<file path="src/rtl/alu_pkg.sv">
// Shared definitions for the execute-stage ALU: opcode encoding and default width.
package alu_pkg;

  localparam int ALU_WIDTH = 4;

  typedef enum logic [3:0] {
    OP_ADD   = 4'h0,
    OP_SUB   = 4'h1,
    OP_MUL   = 4'h2,
    OP_EQ    = 4'h3,
    OP_GT    = 4'h4,
    OP_LT    = 4'h5,
    OP_AND   = 4'h6,
    OP_OR    = 4'h7,
    OP_XOR   = 4'h8,
    OP_NOT   = 4'h9,
    OP_SHL   = 4'hA,
    OP_SRA   = 4'hB,
    OP_MIN   = 4'hC,
    OP_MAX   = 4'hD,
    OP_RSV_E = 4'hE,
    OP_RSV_F = 4'hF
  } alu_opcode_t;

endpackage : alu_pkg

</file>
<file path="src/rtl/alu_compute.sv">
// Combinational opcode decode and datapath for the execute-stage ALU.
// All arithmetic wraps modulo 2^WIDTH; compares yield 1/0 in bit 0.
module alu_compute
  import alu_pkg::*;
#(
  parameter int WIDTH = ALU_WIDTH
) (
  input  logic [3:0]       opcode,
  input  logic [WIDTH-1:0] a,
  input  logic [WIDTH-1:0] b,
  output logic [WIDTH-1:0] result
);

  alu_opcode_t      op_s;
  logic [WIDTH-1:0] sum_s;
  logic [WIDTH-1:0] diff_s;
  logic [WIDTH-1:0] prod_s;
  logic [WIDTH-1:0] shl_s;
  logic [WIDTH-1:0] sra_s;
  logic             eq_s;
  logic             gt_s;
  logic             lt_s;
  logic [WIDTH-1:0] eq_ext_s;
  logic [WIDTH-1:0] gt_ext_s;
  logic [WIDTH-1:0] lt_ext_s;

  // Every 4-bit code has an enum member, so the cast is total.
  assign op_s = alu_opcode_t'(opcode);

  // Wrapping arithmetic: the low WIDTH bits are identical for signed and
  // unsigned interpretation, so plain unsigned operators suffice.
  assign sum_s  = a + b;
  assign diff_s = a - b;
  assign prod_s = a * b;

  // Shift amount uses only the two low bits of B.
  assign shl_s = a << b[1:0];
  assign sra_s = $signed(a) >>> b[1:0];

  // Signed relational flags, shared by compare and min/max.
  assign eq_s = (a == b);
  assign gt_s = ($signed(a) > $signed(b));
  assign lt_s = ($signed(a) < $signed(b));

  assign eq_ext_s = {{(WIDTH-1){1'b0}}, eq_s};
  assign gt_ext_s = {{(WIDTH-1){1'b0}}, gt_s};
  assign lt_ext_s = {{(WIDTH-1){1'b0}}, lt_s};

  // Opcode select; reserved codes produce zero.
  always_comb begin
    result = '0;
    case (op_s)
      OP_ADD:   result = sum_s;
      OP_SUB:   result = diff_s;
      OP_MUL:   result = prod_s;
      OP_EQ:    result = eq_ext_s;
      OP_GT:    result = gt_ext_s;
      OP_LT:    result = lt_ext_s;
      OP_AND:   result = a & b;
      OP_OR:    result = a | b;
      OP_XOR:   result = a ^ b;
      OP_NOT:   result = ~a;
      OP_SHL:   result = shl_s;
      OP_SRA:   result = sra_s;
      OP_MIN:   result = lt_s ? a : b;
      OP_MAX:   result = gt_s ? a : b;
      OP_RSV_E: result = '0;
      OP_RSV_F: result = '0;
      default:  result = '0;
    endcase
  end

endmodule : alu_compute

</file>
<file path="src/rtl/alu_core.sv">
// Execute-stage ALU: combinational datapath followed by a single enabled
// result register. Reset clears the result asynchronously.
module alu_core
  import alu_pkg::*;
#(
  parameter int WIDTH = ALU_WIDTH
) (
  input  logic             clock_in,
  input  logic             reset_in,
  input  logic             enable_in,
  input  logic [3:0]       opcode_in,
  input  logic [WIDTH-1:0] alu_input1,
  input  logic [WIDTH-1:0] alu_input2,
  output logic [WIDTH-1:0] alu_output
);

  logic [WIDTH-1:0] result_s;
  logic [WIDTH-1:0] result_r;

  alu_compute #(
    .WIDTH (WIDTH)
  ) u_compute (
    .opcode (opcode_in),
    .a      (alu_input1),
    .b      (alu_input2),
    .result (result_s)
  );

  // Result register: cleared by reset, loads only on enabled edges.
  always_ff @(posedge clock_in or negedge reset_in) begin
    if (!reset_in) begin
      result_r <= '0;
    end else if (enable_in) begin
      result_r <= result_s;
    end else begin
      result_r <= result_r;
    end
  end

  assign alu_output = result_r;

endmodule : alu_core

</file>
<file path="config.mk">
export PLATFORM = sky130hd
export DESIGN_NAME = alu_core
export DESIGN_NICKNAME = d
export VERILOG_FILES = /design/src/rtl/alu_pkg.sv /design/src/rtl/alu_compute.sv /design/src/rtl/alu_core.sv
export SDC_FILE = /design/constraint.sdc
export NUM_CORES = 1
export LEC_CHECK = 0
export CAP_MARGIN = 20
export CELL_PAD_IN_SITES_DETAIL_PLACEMENT = 0
export CELL_PAD_IN_SITES_GLOBAL_PLACEMENT = 1
export CORE_ASPECT_RATIO = 0.5
export CORE_MARGIN = 3
export CORE_UTILIZATION = 35
export DETAILED_ROUTE_END_ITERATION = 6
export DONT_BUFFER_PORTS = 1
export MAX_ROUTING_LAYER = met4
export PLACE_DENSITY_LB_ADDON = 0.05
export SYNTH_ARGS = -nofsm -noshare
export SYNTH_HDL_FRONTEND = slang
export SYNTH_SLANG_ARGS = --single-unit
export TNS_END_PERCENT = 20
</file>
<file path="constraint.sdc">
create_clock -name clock_in -period 0.8 [get_ports clock_in]
set_input_delay 0.04 -clock clock_in [delete_from_list [all_inputs] [get_ports clock_in]]
set_output_delay 0.04 -clock clock_in [all_outputs]
set_load 0.02 [all_outputs]
</file>
# Yosys cells after proc, flatten, opt, wreduce, memory -nomap -nowiden
# Cells that the tools add are included.
# word_totals
reg_bits,4
word_cells,33
# op_classes
n_addsub,2
mul,1
order_cmp,2
n_eq_ne,16
n_shift,2
n_mux,3
n_bitwise,4
reduce_logical,2
# ops
op,n
$pmux W4 S15,1
$eq A4 B4 Y1 const B,8
$eq A4 B3 Y1 const B,4
$eq A4 B2 Y1 const B,2
$mux W4,2
$add A4 B4 Y4,1
$and A4 B4 Y4,1
$eq A4 B1 Y1 const B,1
$eq A4 B4 Y1,1
$gt A4 B4 Y1,1
$logic_not A4 Y1,1
$lt A4 B4 Y1,1
$mul A4 B4 Y4,1
$not A4 Y4,1
$or A4 B4 Y4,1
$shl A4 B2 Y4,1
$sshr A4 B2 Y4,1
$sub A4 B4 Y4,1
$xor A4 B4 Y4,1
$reduce_or A2 Y1,1

# Logic depth before layout (Yosys ltp)
# Gate-level depths: netlist (run 1).
# depth
word_depth,3
ltp_mapped,10
mapped_depth_nobuf,10

# Cells and area by module
# From an unflattened synthesis (run 1), not the netlist that was laid out.
# unflattened
cells_unflattened,163
hier_area_um2,1311.3
# by_module_without_submodules
mod,n_inst,cells_per_inst,area_each_um2
alu_compute,1,155,1166.1
alu_core,1,8,145.1

# Worst setup path after synthesis (run 1)
# Ideal clock, no wire load.
# synth_timing
path_type,input-to-reg
startpoint,input alu_input1[3]
endpoint,register result_r[0] (netlist: alu_output[0])
setup_ns,0.136
arrival_time_ns,1.838
path_slack_ns,-1.174
cell_stages,8
n_path_buf,1
cell_sequence,clkbuf_1 > inv_1 > ha_1 > or4_4 > o211a_2 > a22o_1 > a22oi_1 > a31oi_1
# synth_via
elab_chain_len,3
word_cells_on_any_way,8
classes_between,order compare (2); eq/ne (1); shift (2); mux (3)
# synth_rtl
element,line_no,text
from (decl),alu_core.sv:12,"input logic [WIDTH-1:0] alu_input1,"
$gt A4 B4 Y1 / $lt A4 B4 Y1 (equally long branches),"alu_compute.sv:42, alu_compute.sv:43",
$mux W4 (on tied branches),"alu_compute.sv:66, alu_compute.sv:65",
$pmux W4 S15 (*),alu_compute.sv:52,case (op_s)
to (signal assigned),alu_core.sv:34,result_r <= result_s;
to (signal assigned),alu_core.sv:36,result_r <= result_r;
to (decl),alu_core.sv:18,logic [WIDTH-1:0] result_r;
# Mark *: on every way between the ends. The rest lies on a longest branch, timed or not.
# A chain may end at the register's enable or synchronous reset.

# Worst setup path in the final report (run 1)
# layout_timing
startpoint,input alu_input1[0]
endpoint,register result_r[3] (netlist: alu_output[3])
# layout_via
elab_chain_len,3
word_cells_on_any_way,10
classes_between,add/sub (2); mul (1); order compare (2); shift (2); mux (3)
# layout_rtl
element,line_no
"parallel branches: the longest is 2 deep, another holds $mul A4 B4 Y4",--
$pmux W4 S15 (*),alu_compute.sv:52
# Every way passes the cells marked *.

==> results of run 1 <==
final cells by class:
type                    instances  area, um2  area share (%)
inverters                      15       80.1            4.33
repair buffers                 38        307            16.6
clock buffers                   3       41.3            2.23
flip-flops and latches          4        100            5.41
well taps                      48       60.1            3.25
multi-input cells             139       1260            68.2
cell usage in the layout (no fill, tap or decap), types with 3 or more instances in the layout:
| cell | count |
|---|---|
| ha_4 | 8 |
| clkbuf_8 | 3 |
| mux2i_1 | 7 |
| nor2_1 | 8 |
| a21oi_1 | 8 |
| xnor2_1 | 4 |
| nand3_1 | 3 |
| dfrtp_1 | 4 |
| ha_1 | 9 |
| o2111ai_1 | 3 |
| o21ai_0 | 4 |
| buf_6 | 3 |
| o22ai_1 | 5 |
| and3_1 | 3 |
| inv_1 | 9 |
| nand4_1 | 3 |
| nand2_1 | 19 |
| buf_4 | 33 |
| a31oi_1 | 5 |
how the worst min path moves through the flow:
stage / from / to / slack, ns / depth (start not counted)
6_report: alu_input1[0] / alu_output[0] / 0.03 / 2
5_1_grt: alu_input1[0] / alu_output[0] / 0.05 / 2
4_1_cts: opcode_in[0] / alu_output[0] / 0.02 / 2
3_5_place_dp: reset_in / alu_output[1] / -0.26 / 0
3_3_place_gp: reset_in / alu_output[1] / -0.26 / 0
2_1_floorplan: reset_in / alu_output[0] / -0.26 / 0
synth_stat cells (all sizes together) (3+ instances only):
| library cell | count | area, um2 |
|---|---|---|
| clkbuf | 6 | 22.5 |
| nor2 | 9 | 33.8 |
| and3 | 3 | 18.8 |
| a31oi | 5 | 31.3 |
| o2111ai | 3 | 26.3 |
| dfrtp | 4 | 100 |
| nand4 | 3 | 18.8 |
| nand2 | 19 | 71.3 |
| a22oi | 3 | 22.5 |
| buf | 6 | 35.0 |
| inv | 15 | 56.3 |
| o22ai | 5 | 31.3 |
| ha | 17 | 213 |
| xnor2 | 5 | 43.8 |
| o21ai | 6 | 30.0 |
| mux2i | 7 | 70.1 |
| a21oi | 8 | 40.0 |
| nand3 | 4 | 20.0 |
where the power goes:
part / internal, mW / switching [mW] / leakage, nW / total (mW)
Sequential: 0.235 / 0.0210 / 0.0471 / 0.256
Clock: 0.321 / 0.106 / 0.0216 / 0.426
Combinational: 0.557 / 0.468 / 0.722 / 1.03
kinds of logic after synthesis:
| logic type | count (synthesis) |
|---|---|
| AND/OR/NAND/NOR | 55 |
| AO/OA/AOI/OAI | 46 |
| buffers and inverters | 27 |
| adder cells (fa/ha/maj) | 19 |
| multiplexers | 11 |
| XOR/XNOR | 8 |
| flip-flops | 4 |
worst register-to-register path, stage by stage (launching register included):
cell	delay, ns
dfrtp_1	0.38
o22ai_1	0.19
a21oi_1	0.07
per-layer routing:
| layer | GRT usage [%] | vias up | part of all wire, % |
|---|---|---|---|
| li1 | - | 688 | - |
| met4 | 0.985 | 0 | 0 |
| met2 | 27.7 | 74 | 38 |
| met3 | 4.93 | 0 | 8.5 |
| met5 | - | - | 0 |
| met1 | 35.3 | 678 | 53 |
metrics by stage:
step           setup TNS [ns]  power (mW)
6_report                -2.73        1.71
5_1_grt                 -2.95        1.81
4_1_cts                 -2.76        1.67
3_5_place_dp            -4.22        1.16
3_3_place_gp            -4.25        1.17
2_1_floorplan           -3.45       0.909
repair_timing:
item	in CTS	in global routing
gates resized for setup	15	8
endpoints found under the hold margin	4	0
hold buffers	1	0
buffers inserted	1	1
pin swaps	13	6
setup endpoints to repair	5	6
==> impl_metrics.json, run 1 <==
{
  "cp_cell_sequence": "inv_12 > buf_8 > nor2_4 > ha_4 > ha_4 > ha_4 > xnor2_2 > xnor2_1 > xnor3_1 > nand3_2 > a31oi_1",
  "synth_adder_area_share_pct": 19.4,
  "synth_compound_area_share_pct": 24.4,
  "finalHoldViolCount": 0,
  "yosys-mux-area-fraction_pct": 10.6,
  "cpMostUsedCell": "ha_4",
  "synth_top_family_by_area": "compound AO/OA/AOI/OAI gates",
  "crit_path_end_kind": "flop",
  "maxCapViolations": 0,
  "slew_headroom_pct": 68.2,
  "die-area_um2": 4530,
  "regToRegEndpoint": "alu_output[2]",
  "dpl_cell_area_um2": 1670,
  "cpMaxStageDelayCell": "xnor3_1",
  "detail_route.first_pass.iterations": 4,
  "worstSetupPathType": "primary input to flop",
  "rsz0062_at_grt": "true",
  "fin_cells": 247,
  "cpLargestDelayFamily": "adder cells",
  "synth-simple-area-share_pct": 22.7,
  "crit_start": "alu_input1[0]",
  "r2r_cells": 2,
  "antenna_found_initial": 0,
  "worst_pin_slew_ns": 0.476,
  "finClkSkew_ns": 0,
  "gr-usage-all-layers_pct": 21.8,
  "via_count": 1440,
  "largest_reg_flops": 4,
  "synth_cells": 170,
  "drv_slew": 0,
  "grt_start_max_net_pins": 26,
  "power_density_nw_per_um2": 923,
  "ios": 19,
  "yosysUniqueCellTypes": 51,
  "fillers": 301,
  "clock_path_buffers": 2,
  "drtIter0Drc": 110,
  "drive_gt1_share_pct": 38.2,
  "final_util_pct": 56.8,
  "avgSynthCellArea_um2": 7.65,
  "grt_pass1_vias": 1322,
  "start_kind": "primary input",
  "r2r-start": "alu_output[2]",
  "antenna-diode-count": 0,
  "critPathArrivalTime_ns": 1.58,
  "hp-class": "primary input to flop",
  "start_util_pct": 39.9,
  "die_y_um": 49.1,
  "cts-root-buf": "clkbuf_8",
  "syn2layout_area_growth_pct": 42.1,
  "port_buffers": 0,
  "async_flop_share_pct": 100,
  "finalSetupViolations": 4,
  "detail-route-antenna-nets": 0,
  "min_period_ns": 1.50,
  "worstSetupEndpoint": "alu_output[3]",
  "peakVddDrop_v": 0.000466,
  "syn_area_um2": 1300,
  "synth_nets": 204,
  "tritoncts": "yes",
  "overflow": 0,
  "dp_hpwl_mm": 3.63,
  "cp_num_buf_inv": 2,
  "fmax_mhz": 667,
  "place_congestion": 0.910,
  "synth_xor_area_share_pct": 6.44,
  "grt_pass1_wl_mm": 7.53,
  "crit_fanout": 8,
  "finalCritPeriodShare_pct": 187,
  "synth_seq_cells": 4,
  "worst_slack_ns": -0.700,
  "insertion_delay_ns": 0.22,
  "coreArea_um2": 3260,
  "cp.required_ns": 0.88,
  "vias_per_cell": 5.83,
  "clkTransAtPathRegs_ns": 0.03,
  "holdWs_ns": 0.0254,
  "drc": 0,
  "nNetsFinal": 235,
  "die-width_um": 92.2,
  "status": "complete, but fails checks",
  "routedWlPerCell_um": 19.0,
  "dpl.cell_count": 241,
  "violations": "negative setup slack",
  "pre_cts_ws_ns": -1.13,
  "synth-seq-area-share_pct": 7.69,
  "cts_num_sinks": 4,
  "worstSetupPathDepth": 11,
  "htree_levels": 1,
  "synth_edf_count": 0,
  "finalWirelength_mm": 4.69,
  "finalInstanceArea_um2": 1850,
  "row_count": 14,
  "cts_buffers": 3,
  "yosysWarnings": 0,
  "synthFlopType": "dfrtp_1",
  "leakagePower_nw": 0.791,
  "r2r_slack_ns": 0.03,
  "slowest_delay_ns": 0.29
}
Note: power is estimated with default switching activity, not from simulation.
==> inputs of run 2 (changes only) <==
Settings changed: CORE_MARGIN 3 to 2, CORE_UTILIZATION 35 to 47.
==> impl_metrics.json, run 2 (synthesis results as in run 1) <==
{
  "drive_gt1_share_pct": 39.1,
  "final_common_cell": "buf_4",
  "dp_hpwl_mm": 3.44,
  "pre_cts_ws_ns": -1.15,
  "via_count": 1489,
  "maxCapViolations": 0,
  "worst_slack_ns": -0.702,
  "finalInstanceArea_um2": 1890,
  "clkTransAtPathRegs_ns": 0.03,
  "ios": 19,
  "die-area_um2": 3230,
  "cts_buffers": 3,
  "drtIter0Drc": 180,
  "finalCritPeriodShare_pct": 188,
  "finClkSkew_ns": 0,
  "power_density_nw_per_um2": 935,
  "crit_path_end_kind": "flop",
  "critPathArrivalTime_ns": 1.59,
  "start_util_pct": 49.7,
  "rsz0062_at_grt": "true",
  "overflow": 0,
  "worst_pin_slew_ns": 0.496,
  "drv_slew": 0,
  "most-common-layout-cells": "32 x buf_4, 19 x nand2_1, 9 x inv_1, 9 x ha_4",
  "antenna-diode-count": 0,
  "syn2layout_area_growth_pct": 45.3,
  "violations": "negative setup slack",
  "die-width_um": 78.4,
  "grt_pass1_wl_mm": 6.91,
  "crit_fanout": 12,
  "slew_headroom_pct": 66.5,
  "tritoncts": "yes",
  "min_period_ns": 1.50,
  "power_mw": 1.77,
  "peakVddDrop_v": 0.000864,
  "finalHoldViolCount": 0,
  "finalSetupViolations": 4,
  "largest_reg_flops": 4,
  "grt_start_max_net_pins": 26,
  "start_kind": "primary input",
  "cts-root-buf": "clkbuf_8",
  "cp.required_ns": 0.89,
  "status": "complete, but fails checks",
  "port_buffers": 0,
  "antenna_found_initial": 0,
  "die_y_um": 41.2,
  "hp-class": "primary input to flop",
  "finalWirelength_mm": 4.50,
  "met2_length_mm": 1.94,
  "nNetsFinal": 238,
  "vias_per_cell": 6.23,
  "wl_met3_um": 259,
  "detail-route-antenna-nets": 0,
  "fmax_mhz": 666,
  "cts_num_sinks": 4,
  "detail_route.first_pass.iterations": 5,
  "place_congestion": 0.949,
  "clock_path_buffers": 2,
  "gr-usage-all-layers_pct": 30.7,
  "htree_levels": 1,
  "leakagePower_nw": 0.801,
  "worstSetupPathType": "primary input to flop",
  "top_layer_used": "met4",
  "grt_pass1_vias": 1257,
  "row_count": 13,
  "coreArea_um2": 2620,
  "dpl_cell_area_um2": 1680,
  "insertion_delay_ns": 0.22,
  "drt-met1-wl_mm": 2.28,
  "routedWlPerCell_um": 18.8,
  "drc": 0
}
run 2: cell types whose count changed in the layout (fill, tap and decap cells not counted), sizes merged:
cell / before / now
buf: 37 / 40
inv: 14 / 13
clkinvlp: 1 / 2
run 2: layout make-up:
cell class | count | area [um2]
Clock buffer | 3 | 41.3
Sequential cell | 4 | 100
Inverter | 15 | 83.8
Fill cell | 203 | 728
Tap cell | 37 | 46.3
Multi-Input combinational cell | 139 | 1280
Timing Repair Buffer | 41 | 340
run 2: timing repair:
action,4_1_cts,5_1_grt
hold buffers,1,0
endpoints found under the setup margin,5,7
pin swaps,17,5
gates resized for setup,20,8
hold endpoints to repair,4,0
buffers inserted,1,1
run 2: worst max-delay path: stages:
cell,delay [ns]
clkinvlp_4,0.10
ha_4,0.26
or4_4,0.53
o211a_4,0.19
a22o_1,0.21
a22oi_1,0.17
a21oi_1,0.10
run 2: power by group:
| group | internal [mW] | switching, mW | total (mW) |
|---|---|---|---|
| clock | 0.322 | 0.114 | 0.436 |
| sequential | 0.235 | 0.0219 | 0.256 |
| combinational | 0.596 | 0.481 | 1.08 |
| total | 1.15 | 0.617 | 1.77 |
run 2: worst paths after layout:
kind                               startpoint            end  slack, ns  depth (start not counted)
worst min register to register  alu_output[1]  alu_output[1]       0.60                          2
worst min-delay path             opcode_in[0]  alu_output[0]       0.02                          2
max in group asynchronous            reset_in  alu_output[0]       0.53                          1
worst max register to register  alu_output[0]  alu_output[0]       0.05                          2
min in group asynchronous            reset_in  alu_output[3]       0.09                          1
worst max-delay path            alu_input2[0]  alu_output[2]      -0.70                          7
run 2: stage by stage:
step                      hold WS, ns  util [%]  instances  TNS [ns]
after floorplan                -0.256         -        170     -3.45
after global placement         -0.256      64.2        233     -4.15
after detailed placement       -0.255      64.2        233     -4.30
after CTS                      0.0139      70.4        238     -2.71
after global routing           0.0245      72.2        239     -2.90
final                          0.0210      72.2        239     -2.74
run 2: layer usage:
metal / vias to the layer above / GRT usage, %
met1: 722 / 44.6
met2: 66 / 47.4
met4: 0 / 4.82
met3: 6 / 3.08
li1: 695 / -
met5: - / -
==> inputs of run 3 (changes only) <==
Settings changed: PLACE_DENSITY_LB_ADDON 0.05 to 0.12, RECOVER_POWER from default to 50.
==> impl_metrics.json, run 3 (synthesis results as in run 1) <==
{
  "fmax_mhz": 668,
  "syn2layout_area_growth_pct": 42.0,
  "p_switching_mw": 0.594,
  "drive_gt1_share_pct": 37.4,
  "finClkSkew_ns": 0,
  "clock_path_buffers": 2,
  "tritoncts": "yes",
  "maxCapViolations": 0,
  "row_count": 13,
  "cts_num_sinks": 4,
  "power.share.combinational_pct": 59.7,
  "worst_pin_slew_ns": 0.436,
  "finalHoldViolCount": 0,
  "p_seq_share_pct": 15.0,
  "via_count": 1469,
  "intPower_mw": 1.13,
  "insertion_delay_ns": 0.22,
  "most-common-layout-cells": "36 x buf_4, 19 x nand2_1, 10 x inv_1",
  "finalWirelength_mm": 4.43,
  "overflow": 0,
  "violations": "negative setup slack",
  "critPathArrivalTime_ns": 1.58,
  "detail_route.first_pass.iterations": 4,
  "start_kind": "primary input",
  "cp.required_ns": 0.89,
  "dpl.cell_count": 235,
  "antenna-diode-count": 0,
  "die_y_um": 41.2,
  "die-width_um": 78.4,
  "status": "complete, but fails checks",
  "rsz0062_at_grt": "true",
  "slew_headroom_pct": 70.9,
  "place_congestion": 0.960,
  "power_density_nw_per_um2": 932,
  "cts-root-buf": "clkbuf_8",
  "crit_fanout": 9,
  "power_mw": 1.72,
  "min_period_ns": 1.50,
  "swShare_pct": 34.5,
  "htree_levels": 1,
  "clkTransAtPathRegs_ns": 0.03,
  "final_util_pct": 70.6,
  "port_buffers": 0,
  "finalInstanceArea_um2": 1850,
  "nNetsFinal": 239,
  "cts_buffers": 3,
  "crit_path_end_kind": "flop",
  "grt_pass1_wl_mm": 6.81,
  "final_common_cell": "buf_4",
  "antenna_found_initial": 0,
  "vias_per_cell": 6.12,
  "start_util_pct": 49.7,
  "routedWlPerCell_um": 18.5,
  "holdWs_ns": 0.0220,
  "hp-class": "primary input to flop",
  "dp_hpwl_mm": 3.33,
  "largest_reg_flops": 4,
  "drc": 0,
  "ios": 19,
  "fin_cells": 240,
  "worst_slack_ns": -0.696,
  "finalCritPeriodShare_pct": 187,
  "pre_cts_ws_ns": -1.12,
  "gr-usage-all-layers_pct": 30.1,
  "grt_start_max_net_pins": 26,
  "die-area_um2": 3230,
  "worstSetupPathType": "primary input to flop",
  "grt_pass1_vias": 1296,
  "coreArea_um2": 2620,
  "fin_tns_setup_ns": -2.76,
  "drtIter0Drc": 122,
  "drv_slew": 0,
  "detail-route-antenna-nets": 0,
  "pwr-share-clk_pct": 25.3,
  "fillers": 209,
  "finalSetupViolations": 4,
  "dpl_cell_area_um2": 1700,
  "peakVddDrop_v": 0.000872,
  "leakagePower_nw": 0.799
}
==> run 3: changes by cell type in the layout (fill, tap and decap cells not counted), sizes merged <==
cell	before	now
buf	40	41
inv	13	14
clkinvlp	2	1
==> run 3: critical path, cell delays in order <==
cell        delay, ns
clkinvlp_4       0.12
ha_4             0.25
or4_4            0.52
o211a_4          0.18
a22o_1           0.20
a22oi_1          0.17
a31oi_1          0.10
==> run 3: repair_timing <==
action,CTS,global route
hold endpoints to repair,4,0
hold buffers,1,0
endpoints found under the setup margin,5,7
setup buffers,0,1
gates resized for setup,10,9
pin swaps,10,8
==> run 3: per-layer routing <==
metal / GRT usage [%] / vias to the layer above / share of wire [%]
li1: - / 691 / -
met1: 43.1 / 696 / 48
met2: 44.2 / 76 / 41
met3: 6.83 / 6 / 10
met4: 3.51 / 0 / 0.65
met5: - / - / 0
==> run 3: area by class of cell <==
cell class	instances	area, um2	area share (%)
Multi-Input combinational cell	139	1240	67.3
Tap cell	37	46.3	2.51
Timing Repair Buffer	42	337	18.2
Inverter	15	80.1	4.33
Sequential cell	4	100	5.42
Clock buffer	3	41.3	2.23
==> run 3: worst paths after layout <==
| check | from | end | slack [ns] | depth (start not counted) |
|---|---|---|---|---|
| worst max-delay path | alu_input1[1] | alu_output[0] | -0.70 | 7 |
| worst min-delay path | opcode_in[0] | alu_output[0] | 0.02 | 2 |
| worst max register to register | alu_output[2] | alu_output[2] | -0.01 | 2 |
| worst min register to register | alu_output[1] | alu_output[1] | 0.60 | 2 |
| max in group asynchronous | reset_in | alu_output[0] | 0.52 | 1 |
| min in group asynchronous | reset_in | alu_output[1] | 0.10 | 1 |
==> run 3: power by group through the flow <==
stage               clock network, mW  registers (mW)  logic, mW
CTS                             0.438           0.254      0.978
global route                    0.455           0.261       1.11
floorplan                           0           0.291      0.619
detailed placement                  0           0.255      0.927
finish                          0.436           0.258       1.03
global placement                    0           0.255      0.920
